File: src/rtl/count_chk_pkg.sv
// -----------------------------------------------------------------------------
// count_chk_pkg
// Shared types and constants for the counter-stream checker.
//   state_t          : checker FSM states (exposed on the top-level state port)
//   DEF_*            : default parameter values for the checker
//   ERR_W / ERR_MAX  : width and saturation value of the error counter
//   cnt_width()      : bits needed to hold a counter value 0..max_val
// -----------------------------------------------------------------------------
package count_chk_pkg;

   typedef enum logic [1:0] {
      SEARCH  = 2'd0,  // waiting for the first value change after reset
      ACQUIRE = 2'd1,  // counting consecutive good increments
      LOCKED  = 2'd2,  // stream is trusted; deviations are errors
      FAULT   = 2'd3   // error reported; waiting for the next change to resync
   } state_t;

   localparam int DEF_WIDTH       = 8;
   localparam int DEF_HOLD_CYCLES = 2;
   localparam int DEF_LOCK_COUNT  = 4;

   localparam int               ERR_W   = 8;
   localparam logic [ERR_W-1:0] ERR_MAX = 8'd255;

   // Minimum width able to represent 0..max_val (never less than 1 bit).
   function automatic int cnt_width(input int max_val);
      return (max_val < 2) ? 1 : $clog2(max_val + 1);
   endfunction

endpackage

File: src/rtl/hold_tracker.sv
// -----------------------------------------------------------------------------
// hold_tracker
// Input register stage of the counter-stream checker. Registers the monitored
// value, flags when the registered value differs from the one before it, and
// counts how many edges the current value has persisted.
//
// Ports:
//   clk       in   system clock, rising edge
//   clear     in   asynchronous active-high reset
//   sample    in   monitored counter value (raw bus)
//   in_q      out  registered sample
//   change    out  in_q differs from the previous registered sample
//   hold_cnt  out  edges the previous value persisted; valid while change is
//                  high, otherwise the running hold of the current value.
//                  Saturates at HOLD_CYCLES+1 (that value means "stalled").
// -----------------------------------------------------------------------------
module hold_tracker
   import count_chk_pkg::*;
#(
   parameter int WIDTH       = DEF_WIDTH,
   parameter int HOLD_CYCLES = DEF_HOLD_CYCLES,
   localparam int HW         = cnt_width(HOLD_CYCLES + 1)
) (
   input  logic             clk,
   input  logic             clear,
   input  logic [WIDTH-1:0] sample,
   output logic [WIDTH-1:0] in_q,
   output logic             change,
   output logic [HW-1:0]    hold_cnt
);

   localparam logic [HW-1:0] HOLD_SAT = HW'(HOLD_CYCLES + 1);
   localparam logic [HW-1:0] HOLD_ONE = HW'(1);

   logic [WIDTH-1:0] prev_q;

   assign change = (in_q != prev_q);

   // hold_cnt restarts at 1 on the edge that consumes a change, so at the
   // next change it still holds the full persistence of the old value.
   always_ff @(posedge clk or posedge clear) begin
      if (clear) begin
         in_q     <= '0;
         prev_q   <= '0;
         hold_cnt <= '0;
      end else begin
         in_q   <= sample;
         prev_q <= in_q;
         if (change) begin
            hold_cnt <= HOLD_ONE;
         end else if (hold_cnt != HOLD_SAT) begin
            hold_cnt <= hold_cnt + HOLD_ONE;
         end
      end
   end

endmodule

File: config.mk
export PLATFORM = sky130hd
export DESIGN_NAME = hold_tracker
export DESIGN_NICKNAME = d
export VERILOG_FILES = /design/src/rtl/count_chk_pkg.sv /design/src/rtl/hold_tracker.sv
export SDC_FILE = /design/constraint.sdc
export NUM_CORES = 1
export LEC_CHECK = 0
export ABC_AREA = 0
export CAP_MARGIN = 10
export CORE_AREA = 2 2 39 41
export DETAILED_ROUTE_END_ITERATION = 8
export DIE_AREA = 0 0 41 43
export DONT_BUFFER_PORTS = 1
export GPL_ROUTABILITY_DRIVEN = 0
export PLACE_DENSITY = 0.59
export RECOVER_POWER = 25
export SYNTH_ARGS = -nofsm -noshare
export SYNTH_HDL_FRONTEND = slang
export SYNTH_SLANG_ARGS = --single-unit
File: constraint.sdc
create_clock -name clk -period 1.4 [get_ports clk]
set_input_delay 0.14 -clock clk [delete_from_list [all_inputs] [get_ports clk]]
set_output_delay 0.14 -clock clk [all_outputs]
set_load 0.005 [all_outputs]
==> results of run 1 <==
## power by group
part           total (mW)  internal [mW]  switching (mW)
clock network       0.320          0.159           0.161
logic              0.0656         0.0335          0.0321
registers           0.564          0.543          0.0208
total               0.950          0.736           0.214
## flip-flops by register name, indices dropped and copies added (netlist names)
name / flops
hold_cnt: 2
in_q: 8
prev_q: 8
## through the flow
| stage | instances | util, % | hold slack (ns) | cell area (um2) |
|---|---|---|---|---|
| after floorplan | 36 | - | 0.07857 | 605.6 |
| after global placement | 52 | 45.21 | 0.1210 | 625.6 |
| after detailed placement | 52 | 45.21 | 0.1483 | 625.6 |
| after CTS | 66 | 54.88 | 0.3683 | 759.5 |
| after global routing | 66 | 55.79 | 0.3827 | 772.0 |
| final | 66 | 55.79 | 0.3590 | 772.0 |
## worst max path at each step
stage	end	slack, ns
2_1_floorplan	hold_cnt[1]	0.18
6_report	change	-0.10
5_1_grt	change	-0.19
3_5_place_dp	hold_cnt[1]	0.15
3_3_place_gp	hold_cnt[1]	0.16
4_1_cts	change	-0.11
## cells in the mapped netlist
library cell	instances	area share [%]
nor2_1	2	1.2
nor4_4	1	3.5
nand4_1	1	1.0
xor2_1	9	13
nand3_1	1	0.83
inv_1	1	0.62
ha_1	1	2.1
dfrtp_1	18	74
and4_1	1	1.4
mux2_2	1	1.9
## final cells by class
cell class	count	area share [%]
multi-input cells	17	21.23
flip-flops and latches	18	58.35
well taps	16	2.593
clock buffers	4	4.700
repair buffers	10	12.64
inverters	1	0.4862
## kinds of logic (layout without fill, tap and decap cells)
group / Yosys count / after routing / synth area share, %
DFF: 18 / 18 / 74.38
xor gates and xnor gates: 9 / 9 / 13.02
and+or+nand+nor: 6 / 6 / 8.058
adders and majority gates: 1 / 1 / 2.066
muxes: 1 / 1 / 1.859
buffers and inverters: 1 / 15 / 0.6192
## routing by layer
| layer | share of wire [%] | up-vias | global-route usage, % |
|---|---|---|---|
| li1 | - | 145 | - |
| met2 | 56 | 17 | 22.19 |
| met4 | 3.1 | 0 | 10.00 |
| met5 | 0 | - | 0 |
| met3 | 7.6 | 3 | 6.283 |
| met1 | 33 | 155 | 16.13 |
## what timing repair did
action,CTS,global route
buffers inserted,1,0
pin swaps,2,2
hold buffers,9,0
endpoints found under the setup margin,1,1
hold endpoints to repair,26,0
cloned,0,0
resized for setup,0,2
==> flow_summary.ini, run 1 <==
[run_status]
status = finished, violations left
failed_checks = negative setup slack

[power]
power_density_mw_per_mm2 = 1230
p_leak_nw = 0.3342
ir_worst_vdd_mv = 0.6987
fin_total_pwr_uw = 949.8

[route]
wl_um = 958
antenna_left = 0
dr.pass1.iters = 1
wl_per_cell_um = 14.52
drc = 0
via_per_inst = 4.848
dr_total_vias = 320
drt_iter0_drc = 0

[die]
die_y_um = 43
die_area_mm2 = 0.001763
std_cell_rows = 14
fp.dieW_um = 41
core_mm2 = 0.001384
floorplan.initialDensity_pct = 43.76
ios = 21

[worst_setup_path]
start_kind = flip-flop
rr_endpoint = hold_cnt[1]
startpoint = in_q[7]
reg2reg_depth = 4
cp-end-kind = output port
path_cells = xor2_2, nor4_4, nand3_2
rr_startpoint = in_q[7]
slowest_delay_ns = 0.44
cp_top_family = simple AND/OR/NAND/NOR gates
crit_fanout = 3
required_ns = 1.26
rrSetupSlack_ns = 0.09
slowest_stage = dfrtp_1
path_depth = 3
arrival_ns = 1.36
critPathKind = reg -> out
crit_buf_inv = 0

[cts]
clockBufferDepth = 2
cts_sinks = 18
htree_levels = 1
cts-root-buf = clkbuf_4
cts_tree = yes
numCtsBuffers = 3
clock_latency_ns = 0.30
clk_pin_slew_worst_paths_ns = 0.10

[grt]
overflow = 0
track_usage_pct = 14.83
grt_pass1_wl_um = 1614
grt_antenna_before_repair = 0
grt_pass1_vias = 379
grt_max_degree = 19

[yosys]
ys_seq_elements = 18
ys_seq_area_share_pct = 74.38
syn-num-nets = 47
syn_inst = 36
syn_area_per_cell_um2 = 16.82
yosysUniqueCellTypes = 10
netlist_area_um2 = 605.6
yosys_warnings = 0

[cells_and_area]
multi_input_area_um2 = 163.9
final_cell_mix = 18 x dfrtp_1, 9 x dlygate4sd3_1, 8 x xor2_1
area_delta_synth_final_pct = 27.48
n_antenna_cell = 0
register_area_um2 = 450.4
final_common_cell = dfrtp_1
drive_gt1_share_pct = 18.00
final.fill_count = 127
nets = 62

[timing]
min_period_ns = 1.502
fin_skew_ns = 0.003948
fmax_mhz = 665.8
rsz0062_at_grt = true
max_slew_margin_pct = 57.31
setup_viol = 1
fin_ws_ns = -0.1020
fin_tns_setup_ns = -0.1020
finalMaxSlewViolations = 0
finalHoldViolations = 0
worst_slew_pin_slew_ns = 0.6397
min_period_over_period_pct = 107.3

[placed_design]
dp_hpwl_um = 650.8
place_ws_ns = 0.1505
port-buffer-count = 0

[job]
max_cap_violations = 0

[min_path]
min_path_type = in -> async
Note: power is estimated with default switching activity, not from simulation.
==> run 2: changes to the inputs <==
--- a/config.mk
+++ b/config.mk
@@ -12,7 +12,7 @@
 export DIE_AREA = 0 0 41 43
 export DONT_BUFFER_PORTS = 1
 export GPL_ROUTABILITY_DRIVEN = 0
-export PLACE_DENSITY = 0.59
+export PLACE_DENSITY = 0.61
 export RECOVER_POWER = 25
 export SYNTH_ARGS = -nofsm -noshare
 export SYNTH_HDL_FRONTEND = slang
==> constraint.sdc (replaced) <==
create_clock -name clk -period 1.3 [get_ports clk]
set_input_delay 0.13 -clock clk [delete_from_list [all_inputs] [get_ports clk]]
set_output_delay 0.13 -clock clk [all_outputs]
set_load 0.005 [all_outputs]
==> flow_summary.ini, run 2 (same netlist as run 1, synthesis figures left out) <==
[cells_and_area]
final_common_cell = dfrtp_1
register_area_um2 = 451.7
n_antenna_cell = 0
area_delta_synth_final_pct = 30.17
nets = 64
multi_input_area_um2 = 163.9
final_cell_mix = 17 x dfrtp_1, 9 x dlygate4sd3_1, 8 x xor2_1
drive_gt1_share_pct = 23.08
reg_top3 = in_q x8, prev_q x8, hold_cnt x2
final.fill_count = 106

[die]
floorplan.initialDensity_pct = 43.76
die_area_mm2 = 0.001763
die_y_um = 43
core_mm2 = 0.001384
ios = 21
fp.dieW_um = 41
std_cell_rows = 14

[timing]
finalMaxSlewViolations = 0
rsz0062_at_grt = true
setup_viol = 1
fin_skew_ns = 0.003591
worst_slew_pin_slew_ns = 0.6298
whs_ns = 0.3599
finalHoldViolations = 0
fmax_mhz = 690.5
min_period_over_period_pct = 111.4
max_slew_margin_pct = 57.97
fin_ws_ns = -0.1483
min_period_ns = 1.448

[route]
drc = 0
via_per_inst = 4.824
drt_iter0_drc = 0
antenna_left = 0
dr_wl_met3_um = 71
dr_total_vias = 328
wl_um = 825
dr.pass1.iters = 1
highest_layer = met3
wl_met1_um = 277
wl_per_cell_um = 12.13
wl_met2_um = 476

[cts]
cts-root-buf = clkbuf_4
htree_levels = 1
clk_pin_slew_worst_paths_ns = 0.10
numCtsBuffers = 3
clock_latency_ns = 0.28
clockBufferDepth = 2
cts_tree = yes
cts_sinks = 18

[worst_setup_path]
crit_fanout = 3
arrival_ns = 1.32
cp-end-kind = output port
start_kind = flip-flop
required_ns = 1.17
critPathKind = reg -> out

[grt]
grt_max_degree = 19
overflow = 0
grt_pass1_wl_um = 1380
grt_pass1_vias = 357
track_usage_pct = 11.54
grt_antenna_before_repair = 0

[power]
power_density_mw_per_mm2 = 1275
p_leak_nw = 0.3428
fin_total_pwr_mw = 1.005
ir_worst_vdd_mv = 0.8292

[placed_design]
port-buffer-count = 0
place_ws_ns = 0.07764

[job]
max_cap_violations = 0

[min_path]
min_path_type = in -> async

[run_status]
failed_checks = negative setup slack
status = finished, violations left
-- run 2: cell count changes in the layout (fill, tap and decap cells not counted), sizes merged --
cell  previous run  this run
buf              1         3
-- run 2: power breakdown --
| part | leakage [nW] | switching, mW | internal [mW] |
|---|---|---|---|
| clock | 0.0210 | 0.158 | 0.170 |
| combinational | 0.114 | 0.0336 | 0.0366 |
| sequential | 0.208 | 0.0216 | 0.585 |
-- run 2: what timing repair did --
| item | 4_1_cts | 5_1_grt |
|---|---|---|
| setup buffers | 1 | 0 |
| hold endpoints to repair | 26 | 0 |
| pin swaps | 2 | 2 |
| resized for setup | 0 | 3 |
| endpoints found under the setup margin | 1 | 3 |
| hold buffers | 9 | 0 |
-- run 2: critical path, cell delays in order (launching register included) --
cell and delay (ns):
dfrtp_2 0.45, xor2_2 0.16, nor4_4 0.31, nand3_2 0.11
-- run 2: final cells by class --
class | count | area share [%]
sequential | 18 | 57.30
tap | 16 | 2.540
timing repair buffer | 12 | 14.29
inverter | 1 | 0.4762
multi-input combinational | 17 | 20.79
clock buffer | 4 | 4.603
-- run 2: final timing paths --
kind	from	to	slack, ns	cells after the start
setup reg to reg	in_q[7]	hold_cnt[1]	0.01	4
min in group clk	sample[1]	in_q[1]	0.39	1
hold / removal	clear	hold_cnt[1]	0.36	2
hold reg to reg	in_q[5]	prev_q[5]	0.45	0
setup / recovery	in_q[7]	change	-0.15	3
max in group asynchronous	clear	in_q[7]	0.50	2
-- run 2: per-stage QoR --
stage,util (%),cells,area (um2),TNS [ns]
final,56.96,68,788.3,-0.1483
after global routing,56.96,68,788.3,-0.3250
after CTS,55.97,68,774.5,-0.1950
after detailed placement,46.29,54,640.6,0
after global placement,46.29,54,640.6,0
after floorplan,-,36,605.6,0
-- run 2: layer usage --
| layer | vias up | track usage [%] |
|---|---|---|
| met2 | 13 | 17.81 |
| met4 | 0 | 2.000 |
| met1 | 168 | 14.80 |
| li1 | 147 | - |
| met5 | - | 0 |
| met3 | 0 | 5.236 |
==> run 3: changes to the inputs <==
--- a/config.mk
+++ b/config.mk
@@ -12,7 +12,7 @@
 export DIE_AREA = 0 0 41 43
 export DONT_BUFFER_PORTS = 1
 export GPL_ROUTABILITY_DRIVEN = 0
-export PLACE_DENSITY = 0.61
+export PLACE_DENSITY = 0.66
 export RECOVER_POWER = 25
 export SYNTH_ARGS = -nofsm -noshare
 export SYNTH_HDL_FRONTEND = slang
==> constraint.sdc (replaced) <==
create_clock -name clk -period 1.35 [get_ports clk]
set_input_delay 0.135 -clock clk [delete_from_list [all_inputs] [get_ports clk]]
set_output_delay 0.135 -clock clk [all_outputs]
set_load 0.005 [all_outputs]
==> flow_summary.ini, run 3 (same netlist as run 1, synthesis figures left out) <==
[run_status]
status = finished, violations left
failed_checks = negative setup slack

[power]
power_density_mw_per_mm2 = 1243
p_leak_nw = 0.3370
ir_worst_vdd_mv = 1.160
fin_total_pwr_uw = 959.6

[grt]
grt_pass1_wl_um = 1511
track_usage_pct = 13.07
grt_pass1_vias = 334
overflow = 0
grt_max_degree = 19
grt_antenna_before_repair = 0

[cells_and_area]
final_common_cell = dfrtp_1
area_delta_synth_final_pct = 27.48
nets = 63
final_cell_mix = 18 x dfrtp_1, 9 x xor2_1, 9 x dlygate4sd3_1
drive_gt1_share_pct = 17.65
final.fill_count = 119
design_area_um2 = 772.0
n_antenna_cell = 0
reg_top3 = in_q x8, prev_q x8, hold_cnt x2
stdcell_count = 67
post-route-util_pct = 55.79

[cts]
cts_tree = yes
cts-root-buf = clkbuf_4
clk_pin_slew_worst_paths_ns = 0.09
clockBufferDepth = 2
htree_levels = 1
cts_sinks = 18
numCtsBuffers = 3
clock_latency_ns = 0.27

[timing]
fin_skew_ns = 0.001989
min_period_over_period_pct = 108.1
min_period_ns = 1.460
finalHoldViolations = 0
fin_ws_ns = -0.1097
worst_slew_pin_slew_ns = 0.6378
whs_ns = 0.3768
fin_tns_setup_ns = -0.1097
fmax_mhz = 685.1
max_slew_margin_pct = 57.44
setup_viol = 1
rsz0062_at_grt = true
finalMaxSlewViolations = 0

[die]
core_mm2 = 0.001384
ios = 21
std_cell_rows = 14
die_area_mm2 = 0.001763
die_y_um = 43
fp.dieW_um = 41
floorplan.initialDensity_pct = 43.76

[placed_design]
placed_cell_area_um2 = 633.1
dp.cells = 53
place_ws_ns = 0.1107
port-buffer-count = 0

[worst_setup_path]
critPathKind = reg -> out
path_cells = xor2_1, nor4_4, nand3_2
required_ns = 1.22
crit_fanout = 3
slowest_delay_ns = 0.43
slowest_stage = dfrtp_1
start_kind = flip-flop
cp-end-kind = output port
arrival_ns = 1.32
rrSetupSlack_ns = 0.05

[min_path]
min_path_type = in -> async

[route]
dr.pass1.iters = 2
wl_per_cell_um = 12.84
antenna_left = 0
dr_total_vias = 313
via_per_inst = 4.672
drc = 0
drt_iter0_drc = 2
wl_um = 860

[job]
max_cap_violations = 0
==> run 3: per-layer routing <==
metal  share of wire [%]  routed length (um)  vias up  track usage (%)
met1                  36                 313      153            18.64
met4                   0                   0        0            2.000
li1                    -                   -      149                -
met2                  59                 505       11            19.38
met3                 4.8                  41        0            4.712
met5                   0                   0        -                0
==> run 3: layout make-up <==
| type | count | area, um2 | share of cell area, % |
|---|---|---|---|
| tap | 16 | 20.02 | 2.593 |
| sequential | 18 | 450.4 | 58.35 |
| clock buffer | 4 | 36.28 | 4.700 |
| multi-input combinational | 17 | 156.4 | 20.26 |
| inverter | 1 | 3.754 | 0.4862 |
| timing repair buffer | 11 | 105.1 | 13.61 |
==> run 3: repair_timing <==
| action | in CTS | in global routing |
|---|---|---|
| hold endpoints to repair | 26 | 0 |
| setup buffers | 1 | 0 |
| gates cloned | 0 | 0 |
| pin swaps | 2 | 2 |
| gates resized for setup | 0 | 1 |
| endpoints found under the setup margin | 1 | 3 |
| hold buffers | 9 | 0 |
==> run 3: worst paths after layout <==
check | startpoint | to | cells past startpoint
max | in_q[7] | change | 3
min reg2reg | in_q[5] | prev_q[5] | 0
max reg2reg | in_q[7] | hold_cnt[1] | 4
max in group asynchronous | clear | prev_q[4] | 2
min | clear | in_q[7] | 2
min in group clk | sample[4] | in_q[4] | 1
==> run 3: power by group <==
group,switching [mW],internal [mW]
sequential,0.0202,0.563
clock,0.145,0.164
combinational,0.0331,0.0341
==> run 3: worst max-delay path, delay by kind of cell (launching register included) <==
kind,cells,cell delay (ns)
xor gates and xnor gates,1,0.18
DFF,1,0.43
and+or+nand+nor,2,0.43
